==> config.mk <==
export PLATFORM = sky130hd
export DESIGN_NAME = service_dispatcher
export DESIGN_NICKNAME = d
export VERILOG_FILES = /design/src/rtl/service_dispatcher.sv
export SDC_FILE = /design/constraint.sdc
export NUM_CORES = 1
export LEC_CHECK = 0
export CAP_MARGIN = 10
export CORE_MARGIN = 2
export CORE_UTILIZATION = 44
export DETAILED_ROUTE_END_ITERATION = 8
export SETUP_SLACK_MARGIN = 0.2
export SYNTH_ARGS = -nofsm -noshare
export SYNTH_HDL_FRONTEND = slang
export SYNTH_SLANG_ARGS = --single-unit
==> constraint.sdc <==
create_clock -name clk -period 8.6 [get_ports clk]
set_clock_uncertainty 0.1 [all_clocks]
set_input_delay 2.58 -clock clk [delete_from_list [all_inputs] [get_ports clk]]
set_output_delay 2.58 -clock clk [all_outputs]
set_load 0.02 [all_outputs]
==> src/rtl/service_dispatcher.sv <==
// Lobby service dispatcher: buffers issued tickets and hands them out
// round-robin to counters A-E, driving a timed call announcement.
module service_dispatcher #(
   parameter int DEPTH       = 8,
   parameter int CALL_CYCLES = 4
) (
   input  logic       clk,
   input  logic       rst,
   input  logic       ticket_valid,
   input  logic [5:0] ticket_number,
   input  logic [4:0] next_req,
   output logic       call_valid,
   output logic [2:0] counter_call,
   output logic [5:0] number_service,
   output logic [5:0] A_serviceNumber,
   output logic [5:0] B_serviceNumber,
   output logic [5:0] C_serviceNumber,
   output logic [5:0] D_serviceNumber,
   output logic [5:0] E_serviceNumber,
   output logic [4:0] waiting,
   output logic       queue_full,
   output logic       drop
);

   localparam int AW = (DEPTH > 1) ? $clog2(DEPTH) : 1;
   localparam int HW = (CALL_CYCLES > 1) ? $clog2(CALL_CYCLES) : 1;
   localparam logic [HW-1:0] HOLD_INIT = HW'(CALL_CYCLES - 1);
   localparam logic [4:0]    FULL_CNT  = 5'(DEPTH);

   typedef enum logic {IDLE, CALL} state_t;

   state_t        state, state_nx;
   logic [HW-1:0] hold, hold_nx;
   logic [5:0]    mem [DEPTH];
   logic [AW-1:0] head, tail;
   logic [4:0]    pending;
   logic [2:0]    ptr;
   logic [2:0]    cur_ctr;
   logic [5:0]    cur_num;
   logic [5:0]    svc [5];
   logic [3:0]    idx;
   logic          found;
   logic [2:0]    gidx;
   logic [4:0]    gmask;
   logic          grant;
   logic          push, pop;
   logic          full, empty, ticket_ok;

   assign full       = (waiting == FULL_CNT);
   assign empty      = (waiting == 5'd0);
   assign queue_full = full;
   assign ticket_ok  = ticket_valid && (ticket_number != 6'd0);

   // First pending counter at or after the round-robin pointer.
   always_comb begin
      found = 1'b0;
      gidx  = 3'd0;
      idx   = 4'd0;
      for (int k = 0; k < 5; k++) begin
         idx = {1'b0, ptr} + 4'(k);
         if (idx >= 4'd5) idx = idx - 4'd5;
         if (!found && pending[idx[2:0]]) begin
            found = 1'b1;
            gidx  = idx[2:0];
         end
      end
   end

   always_comb begin
      state_nx = state;
      hold_nx  = hold;
      grant    = 1'b0;
      unique case (state)
         IDLE: begin
            if (found && !empty) begin
               grant    = 1'b1;
               state_nx = CALL;
               hold_nx  = HOLD_INIT;
            end
         end
         CALL: begin
            if (hold == '0) state_nx = IDLE;
            else hold_nx = hold - 1'b1;
         end
         default: state_nx = IDLE;
      endcase
   end

   assign pop   = grant;
   assign push  = ticket_ok && (!full || pop);
   assign gmask = grant ? (5'd1 << gidx) : 5'd0;

   always_ff @(posedge clk or posedge rst) begin
      if (rst) begin
         state <= IDLE;
         hold  <= '0;
      end else begin
         state <= state_nx;
         hold  <= hold_nx;
      end
   end

   // Storage needs no reset; head/tail/waiting define validity.
   always_ff @(posedge clk) begin
      if (push) mem[tail] <= ticket_number;
   end

   always_ff @(posedge clk or posedge rst) begin
      if (rst) begin
         head    <= '0;
         tail    <= '0;
         waiting <= 5'd0;
         drop    <= 1'b0;
      end else begin
         if (push) tail <= tail + 1'b1;
         if (pop)  head <= head + 1'b1;
         if (push && !pop)      waiting <= waiting + 5'd1;
         else if (pop && !push) waiting <= waiting - 5'd1;
         drop <= ticket_ok && full && !pop;
      end
   end

   // The grant clear wins over a same-edge request from that counter.
   always_ff @(posedge clk or posedge rst) begin
      if (rst) begin
         pending <= 5'd0;
         ptr     <= 3'd0;
         cur_ctr <= 3'd0;
         cur_num <= 6'd0;
         for (int i = 0; i < 5; i++) svc[i] <= 6'd0;
      end else begin
         pending <= (pending | next_req) & ~gmask;
         if (grant) begin
            ptr     <= (gidx == 3'd4) ? 3'd0 : gidx + 3'd1;
            cur_ctr <= gidx + 3'd1;
            cur_num <= mem[head];
         end
         for (int i = 0; i < 5; i++) begin
            if (gmask[i])         svc[i] <= mem[head];
            else if (next_req[i]) svc[i] <= 6'd0;
         end
      end
   end

   assign call_valid     = (state == CALL);
   assign counter_call   = call_valid ? cur_ctr : 3'd0;
   assign number_service = call_valid ? cur_num : 6'd0;

   assign A_serviceNumber = svc[0];
   assign B_serviceNumber = svc[1];
   assign C_serviceNumber = svc[2];
   assign D_serviceNumber = svc[3];
   assign E_serviceNumber = svc[4];

endmodule

==> impl_metrics.tcl, run 1 <==
set metrics [dict create \
    outcome "finished clean" \
    worst_pin_slew_ns 1.06 \
    wl_per_cell_um 17.8 \
    hold_ws_ns 0.377 \
    fin_nets 575 \
    drc 0 \
    multi_input_comb_area_mm2 0.00269 \
    wirelength_um 12800 \
    yosysTopAreaCell "dfrtp_1" \
    synthAdderAreaFrac 0.0498 \
    syn_nets 524 \
    yosys_register_bits 110 \
    core_area_mm2 0.0131 \
    setup_tns_ns 0 \
    setup_ws_ns 2.84 \
    synth-simple-area-share 0.145 \
    irDropWorstVdd_v 0.000232 \
    muxShareOfSynthArea 0.147 \
    p_leak_uw 0.00288 \
    num_vias 3953 \
    htree_levels 3 \
    dr.pass1.iters 4 \
    max-slew-margin-rel 0.287 \
    endpoint_kind "register" \
    postCtsHoldBufs 0 \
    initialDrtViolationCount 263 \
    slew_viol_final 0 \
    grt_usage 0.192 \
    synthXorXnorAreaFrac 0.0195 \
    seq_area_frac_synth 0.513 \
    antennaDiodeCount 0 \
    cts_setup_buffers 0 \
    grt_pass1_vias 4034 \
    detail-route-antenna-nets 0 \
    clock_path_buffers 2 \
    io_pins 61 \
    finalCritPeriodShare 0.670 \
    antenna_found_initial 0 \
    synthMostInstantiatedCell "dfrtp_1" \
    rsz0062_at_grt "no" \
    grt_pass1_wl_um 21200 \
    hpwl_um 9120 \
    cts_tree "yes" \
    area_growth_pct 18.4 \
    overflow 0 \
    synth.top_cells.by_count "dfrtp_1 (62), edfxtp_1 (48), mux2i_1 (46)" \
    dpl_cell_area_mm2 0.00661 \
    synth_cell_types 59 \
    synthCells 488 \
    cp-start-kind "register" \
    maxCapViolations 0 \
    cts_sinks 110 \
    yosys_most_used_dff "dfrtp_1" \
    yosysWarnings 0 \
    start_util 0.446 \
    place_inst 704 \
    clk_latency_ns 0.35 \
    root_buffer "clkbuf_16" \
    async_flop_share 0.564 \
    stdcell_area_mm2 0.00691 \
    finalSetupViolCount 0 \
    grt_start_max_net_pins 63 \
    cts-resized-gates 0 \
    synthTopCellsByArea "dfrtp_1 (27%), edfxtp_1 (25%), mux2i_1 (7.9%), mux4_2 (5.4%), ha_1 (4.3%)" \
    finalCriticalPeriod_ns 5.76 \
    row_count 42 \
    synth_top_area_share 0.266 \
    finalNonFillerCells 720 \
    worstPathArrival_ns 5.91 \
    clk_pin_slew_ns 0.08 \
    seq_area_mm2 0.00299 \
    syn_area_mm2 0.00583 \
    power.density_mw_per_mm2 431 \
    die-width_um 119 \
    cp.required_ns 8.74 \
    die_h_um 119 \
    synth_edf_count 48 \
    drt-vias-per-instance 5.49 \
    dieArea_mm2 0.0142 \
    numCtsBuffers 9 \
    avgSynthCellArea_um2 12.0 \
    hold_viol 0 \
    drive_gt1_frac 0.110 \
    pre_cts_slack_ns 2.43 \
    critPathKind "register to register" \
    fill_cells 1145 \
    clock.fmax_mhz 173 \
    hp-class "register to register" \
    port_buffers 60 \
    gp_congestion 0.885 \
    critPathMaxFanout 24 \
    synth-compound-area-share 0.0940 \
    synth_top_family_by_area "multiplexers" \
]
## final timing paths
path	from	slack, ns	end	depth (start not counted)
max in group asynchronous	rst	5.18	pending[4]	3
min in group asynchronous	rst	2.66	cur_ctr[2]	3
min	cur_ctr[1]	0.38	cur_ctr[1]	2
max	ptr[1]	2.84	waiting[4]	17
min reg2reg	cur_ctr[1]	0.38	cur_ctr[1]	2
max reg2reg	ptr[1]	2.84	waiting[4]	17
## logic make-up after synthesis
logic type / count (synthesis)
AO/OA/AOI/OAI: 77
XOR/XNOR: 13
adder cells (fa/ha/maj): 22
buffers and inverters: 45
flip-flops: 110
multiplexers: 67
AND/OR/NAND/NOR: 154
## layout make-up
type / instances / share of cell area
sequential: 110 / 0.433
multi-input combinational: 333 / 0.390
timing repair buffer: 63 / 0.0902
clock buffer: 9 / 0.0326
tap: 176 / 0.0319
inverter: 22 / 0.0120
clock inverter: 7 / 0.0101
## state kept, by name, summed over array words and instances, names as in the netlist
name	cells
A_serviceNumber	6
B_serviceNumber	6
C_serviceNumber	6
D_serviceNumber	6
E_serviceNumber	6
call_valid	1
cur_ctr	3
cur_num	6
drop	1
head	3
hold	2
mem	48
pending	5
ptr	3
tail	3
waiting	5
## where the power goes
group	switching (uW)	leakage, uW	internal [uW]
logic	981	0.00152	736
clock network	201	0.000142	205
registers	155	0.00122	698
total	1340	0.00288	1640
## layer usage
metal / GRT usage / share of wire / vias to the layer above
met1: 0.251 / 0.45 / 1971
met2: 0.323 / 0.49 / 97
met3: 0.0441 / 0.043 / 19
li1: - / - / 1866
met4: 0.0543 / 0.015 / 0
met5: 0 / 0 / -
## cells in the final DEF (no fill, tap or decap), types with 4 or more instances in the layout
master	Yosys	layout
a21o_1	7	7
a21oi_1	13	13
a31oi_1	4	4
and2_1	10	10
clkbuf_16	0	9
clkdlybuf4s50_1	0	60
dfrtp_1	62	62
edfxtp_1	48	48
ha_1	20	20
inv_1	20	19
mux2_2	4	4
mux2i_1	46	46
mux4_2	14	14
nand2_1	44	44
nand2_2	5	5
nand2b_1	36	36
nor2_1	19	19
nor2b_1	5	5
nor3_1	7	7
nor3b_1	4	4
nor4b_2	0	4
o21a_1	5	5
o21ai_0	9	9
o21ai_1	10	10
o22ai_1	6	6
or4_1	4	4
xnor2_1	10	10
## critical path: stages (launching register included)
cell	delay, ns
dfrtp_1	0.68
inv_1	0.26
ha_1	0.67
mux2_2	0.39
mux4_2	0.45
a21o_1	0.29
nand4b_4	0.25
o41ai_4	0.59
nor2_4	0.14
inv_2	0.34
ha_1	0.26
inv_1	0.10
fa_1	0.42
a21o_1	0.20
a21oi_1	0.17
xnor2_1	0.13
nor2_1	0.06
xor2_1	0.14
## through the flow
| stage | power [uW] | util |
|---|---|---|
| after floorplan | 2090 | - |
| after global placement | 2540 | 0.505 |
| after detailed placement | 2590 | 0.505 |
| after CTS | 3000 | 0.528 |
| after global routing | 3210 | 0.528 |
| final | 2980 | 0.528 |
Power figures use the tool's default switching activity.
==> run 2: changes to the inputs <==
--- a/config.mk
+++ b/config.mk
@@ -9,6 +9,7 @@
 export CORE_MARGIN = 2
 export CORE_UTILIZATION = 44
 export DETAILED_ROUTE_END_ITERATION = 8
+export PLACE_DENSITY = 0.67
 export SETUP_SLACK_MARGIN = 0.2
 export SYNTH_ARGS = -nofsm -noshare
 export SYNTH_HDL_FRONTEND = slang
==> constraint.sdc (replaced) <==
create_clock -name clk -period 4.75 [get_ports clk]
set_clock_uncertainty 0.1 [all_clocks]
set_input_delay 1.425 -clock clk [delete_from_list [all_inputs] [get_ports clk]]
set_output_delay 1.425 -clock clk [all_outputs]
set_load 0.02 [all_outputs]
==> run 2 against run 1 <==
- via count up 2.6%
- first-iteration DRC count down 6.1%
- final cell count increased by 3.8%
- sequential share of layout area down 1.6 points
- combinational power is 100% higher
- cell area is 3.8% higher
- flip-flop and latch count is the same
- clock power increased by 82%
- critical path type unchanged
- non-clock buffer count grew 27
- global-route usage fell by 0.13 points
- highest routed layer unchanged
- count of clock-buffer cells in the layout up 4
- register-to-register slack worse by 2.5 ns
==> impl_metrics.tcl, run 2 (same netlist as run 1, synthesis figures left out) <==
set metrics [dict create \
    outcome "finished clean" \
    maxCapViolations 0 \
    antenna_found_initial 0 \
    gp_congestion 0.893 \
    overflow 0 \
    port_buffers 60 \
    num_vias 4057 \
    setup_ws_ns 0.340 \
    core_area_mm2 0.0131 \
    p_comb_frac 0.604 \
    grt_pass1_vias 3960 \
    irDropWorstVdd_v 0.000283 \
    hp-class "register to register" \
    pre_cts_slack_ns 0.108 \
    use_met1 0.260 \
    largest_reg_flops 48 \
    dr.pass1.iters 4 \
    critPathMaxFanout 5 \
    p_switching_uw 2500 \
    drt-vias-per-instance 5.43 \
    clk_pin_slew_ns 0.07 \
    clock.fmax_mhz 227 \
    cp.required_ns 4.88 \
    rsz0062_at_grt "yes" \
    switching_share 0.436 \
    use_met2 0.308 \
    initialDrtViolationCount 247 \
    slew_viol_final 0 \
    finalCriticalPeriod_ns 4.41 \
    antennaDiodeCount 0 \
    io_pins 61 \
    cts_tree "yes" \
    grt_usage 0.191 \
    numCtsBuffers 9 \
    area_growth_pct 22.9 \
    grt_util_met3 0.0302 \
    row_count 42 \
    detail-route-antenna-nets 0 \
    setup_tns_ns 0 \
    power.internal_uw 3240 \
    hold_viol 0 \
    start_util 0.446 \
    clk_latency_ns 0.35 \
    grt-busiest-layer "met2" \
    drive_gt1_frac 0.168 \
    grt_start_max_net_pins 46 \
    finalCritPeriodShare 0.928 \
    max-slew-margin-rel 0.374 \
    crit_chain "inv_4 > ha_1 > inv_1 > fa_2 > or4_4 > a211oi_4 > a21o_1 > nand4b_4 > o41ai_4 > buf_4 > a21o_1 > inv_2 > ha_2 > inv_1 > fa_2 > a21o_1 > a21oi_2 > xnor2_1 > nor2_1 > xor2_1" \
    worstPathArrival_ns 4.54 \
    clock_path_buffers 2 \
    die-width_um 119 \
    htree_levels 3 \
    seq_power_share 0.267 \
    wirelength_um 13300 \
    path_common_cell "a21o_1" \
    die_h_um 119 \
    cts_sinks 110 \
    drc 0 \
    cp-start-kind "register" \
    final_cell_mix "dfrtp_1 (60), clkdlybuf4s50_1 (60), edfxtp_1 (48), mux2i_1 (45), nand2_1 (44)" \
    fin_nets 602 \
    root_buffer "clkbuf_16" \
    critPathKind "register to register" \
    wl_per_cell_um 17.7 \
    hpwl_um 9410 \
    grt_pass1_wl_um 21000 \
    largest_register "mem" \
    slowest_delay_ns 0.54 \
    worst_pin_slew_ns 0.938 \
    endpoint_kind "register" \
    power.density_mw_per_mm2 800 \
    finalSetupViolCount 0 \
    dieArea_mm2 0.0142 \
    clock_power_share 0.129 \
    slowest_stage "or4_4" \
    p_leak_uw 0.00301 \
]
==> run 2: through the flow <==
stage / util / hold slack [ns] / cells / power, uW / instance area (um2)
5_1_grt: 0.548 / 0.398 / 747 / 6130 / 7170
6_report: 0.548 / 0.377 / 747 / 5740 / 7170
4_1_cts: 0.539 / 0.381 / 739 / 5570 / 7050
3_3_place_gp: 0.516 / 0.362 / 722 / 4730 / 6750
2_1_floorplan: - / 0.338 / 488 / 3850 / 5890
3_5_place_dp: 0.516 / 0.364 / 722 / 4810 / 6750
==> run 2: repair_timing <==
item,4_1_cts,5_1_grt
hold endpoints to repair,0,0
hold buffers,0,0
gates resized for setup,1,12
pin swaps,0,3
endpoints found under the setup margin,2,23
cloned,0,0
buffers inserted,1,8
==> run 2: area by class of cell <==
class                           count  area (um2)
Clock buffer                       13         265
Multi-Input combinational cell    333        2750
Timing Repair Buffer               90         826
Sequential cell                   110        3000
Inverter                           22        88.8
Fill cell                        1140        5920
Tap cell                          176         220
Clock inverter                      3        26.3
==> run 2: worst paths after layout <==
| check | from | depth (start not counted) | to | slack [ns] |
|---|---|---|---|---|
| worst max-delay path | ptr[0] | 20 | waiting[4] | 0.34 |
| worst min register to register | hold[0] | 1 | hold[0] | 0.38 |
| worst min-delay path | hold[0] | 1 | hold[0] | 0.38 |
| max in group asynchronous | rst | 3 | cur_num[3] | 2.23 |
| min in group asynchronous | rst | 2 | waiting[0] | 1.52 |
| worst max register to register | ptr[0] | 20 | waiting[4] | 0.34 |
==> run 2: worst max-delay path: cells and delay by family (launching register included) <==
family,cells,cell delay (ns)
AND/OR/NAND/NOR,3,0.77
XOR/XNOR,2,0.26
AO/OA/AOI/OAI,6,1.14
flip-flops,1,0.44
adder cells (fa/ha/maj),4,1.09
buffers and inverters,5,0.48
==> run 2: power groups by stage <==
stage	clock, uW	sequential, uW	combinational (uW)
3_3_place_gp	0	1560	3170
4_1_cts	758	1550	3270
5_1_grt	785	1570	3770
2_1_floorplan	0	1540	2310
6_report	739	1530	3470
3_5_place_dp	0	1560	3250
==> run 2: per-layer routing <==
| layer | vias to the layer above | routed length (um) |
|---|---|---|
| li1 | 1925 | - |
| met5 | - | 0 |
| met4 | 0 | 280 |
| met3 | 20 | 607 |
| met1 | 2019 | 5870 |
| met2 | 93 | 6500 |
==> run 3: changes to the inputs <==
--- a/config.mk
+++ b/config.mk
@@ -8,6 +8,7 @@
 export CAP_MARGIN = 10
 export CORE_MARGIN = 2
 export CORE_UTILIZATION = 44
+export CTS_BUF_LIST = sky130_fd_sc_hd__clkbuf_8
 export DETAILED_ROUTE_END_ITERATION = 8
 export PLACE_DENSITY = 0.67
 export SETUP_SLACK_MARGIN = 0.2
==> run 3 against run 2 <==
- global-route usage is essentially flat
- hold slack gained 0.0066 ns
- non-clock buffer count grew 8
- final cell count grew 1.1%
- total power shrank 0.99%
- clock power shrank 24%
- flip-flop and latch count is the same
==> impl_metrics.tcl, run 3 (same netlist as run 1, synthesis figures left out) <==
set metrics [dict create \
    outcome "finished clean" \
    critPathMaxFanout 7 \
    hold_viol 0 \
    endpoint_kind "register" \
    clock.fmax_mhz 228 \
    largest_reg_flops 48 \
    gp_congestion 0.893 \
    fill_cells 1142 \
    fin_nets 610 \
    clk_pin_slew_ns 0.10 \
    slew_viol_final 0 \
    multi_input_comb_area_mm2 0.00275 \
    core_area_mm2 0.0131 \
    finalCritPeriodShare 0.925 \
    hp-class "register to register" \
    worst_pin_slew_ns 1.12 \
    worstPathArrival_ns 4.60 \
    power.density_mw_per_mm2 796 \
    finalCriticalPeriod_ns 4.39 \
    cts_sinks 110 \
    cp-start-kind "register" \
    antennaDiodeCount 0 \
    setup_ws_ns 0.356 \
    overflow 0 \
    maxCapViolations 0 \
    seq_power_share 0.270 \
    num_vias 4088 \
    grt_usage 0.191 \
    grt_start_max_net_pins 46 \
    clock_path_buffers 2 \
    die_h_um 119 \
    pre_cts_slack_ns 0.108 \
    max-slew-margin-rel 0.247 \
    critPathKind "register to register" \
    initialDrtViolationCount 292 \
    hold_start "hold[0]" \
    dr.pass1.iters 4 \
    setup.worst_path.start "ptr[1]" \
    detail-route-antenna-nets 0 \
    finalSetupViolCount 0 \
    numCtsBuffers 9 \
    hpwl_um 9410 \
    largest_register "mem" \
    io_pins 61 \
    wirelength_um 13300 \
    cts_tree "yes" \
    wl_per_cell_um 17.7 \
    postCtsHoldBufs 0 \
    final_cell_mix "dfrtp_1 (60), clkdlybuf4s50_1 (60), edfxtp_1 (48), mux2i_1 (45), nand2_1 (44)" \
    rsz0062_at_grt "yes" \
    clock_power_share 0.098 \
    p_comb_frac 0.632 \
    stdcell_area_mm2 0.00713 \
    power.internal_uw 3170 \
    htree_levels 3 \
    p_leak_uw 0.00302 \
    clk_latency_ns 0.38 \
    root_buffer "clkbuf_8" \
    p_switching_uw 2510 \
    seq_area_mm2 0.00300 \
    start_util 0.446 \
    power_uw 5680 \
    row_count 42 \
    port_buffers 60 \
    area_growth_pct 22.3 \
    drc 0 \
    cp.required_ns 4.95 \
    grt_pass1_wl_um 20900 \
    dieArea_mm2 0.0142 \
    irDropWorstVdd_v 0.000286 \
    drive_gt1_frac 0.180 \
    antenna_found_initial 0 \
    grt_pass1_vias 3952 \
    dpl_cell_area_mm2 0.00675 \
    setup_tns_ns 0 \
    rr_startpoint "ptr[1]" \
    die-width_um 119 \
    drt-vias-per-instance 5.41 \
    switching_share 0.442 \
]
run 3: power by group through the flow:
| stage | clock [uW] | combinational, uW | sequential (uW) |
|---|---|---|---|
| floorplan | 0 | 2310 | 1540 |
| global placement | 0 | 3170 | 1560 |
| detailed placement | 0 | 3250 | 1560 |
| CTS | 576 | 3340 | 1530 |
| global route | 611 | 3890 | 1570 |
| finish | 559 | 3590 | 1530 |
run 3: per-layer routing:
layer	GRT usage	share of wire	up-vias
li1	-	-	1933
met1	0.260	0.45	2048
met5	0	0	-
met3	0.0302	0.039	16
met2	0.311	0.50	91
met4	0.0655	0.017	0
run 3: per-stage QoR:
stage | hold WS, ns | cells | util
2_1_floorplan | 0.338 | 488 | -
3_3_place_gp | 0.362 | 722 | 0.516
3_5_place_dp | 0.364 | 722 | 0.516
4_1_cts | 0.388 | 744 | 0.535
5_1_grt | 0.402 | 755 | 0.545
6_report | 0.383 | 755 | 0.545
run 3: layout make-up:
type	instances	area share
Inverter	22	0.0125
Sequential cell	110	0.420
Clock buffer	9	0.0174
Tap cell	176	0.0309
Clock inverter	7	0.00947
Timing Repair Buffer	98	0.124
Multi-Input combinational cell	333	0.386
run 3: worst paths after layout:
check | cells after the start | endpoint | slack [ns]
worst min register to register | 1 | hold[0] | 0.38
worst max-delay path | 16 | ptr[2] | 0.36
min in group asynchronous | 2 | waiting[1] | 1.49
max in group asynchronous | 3 | head[1] | 2.26
worst min-delay path | 1 | hold[0] | 0.38
worst max register to register | 16 | ptr[2] | 0.36
run 3: worst max-delay path: stages (launching register included):
cell,delay (ns)
dfrtp_2,0.45
clkinvlp_4,0.18
buf_4,0.17
ha_1,0.20
a21o_1,0.26
a21oi_4,0.23
mux2i_1,0.22
nor3_1,0.06
o31a_1,0.36
or2_1,0.31
or4_1,0.55
a41oi_4,0.30
inv_1,0.10
ha_1,0.23
and2_1,0.21
or3_1,0.32
o21ai_1,0.07
run 3: repair_timing:
action / CTS / global route
setup buffers: 6 / 11
pin swaps: 2 / 3
setup endpoints to repair: 2 / 21
resized for setup: 4 / 11
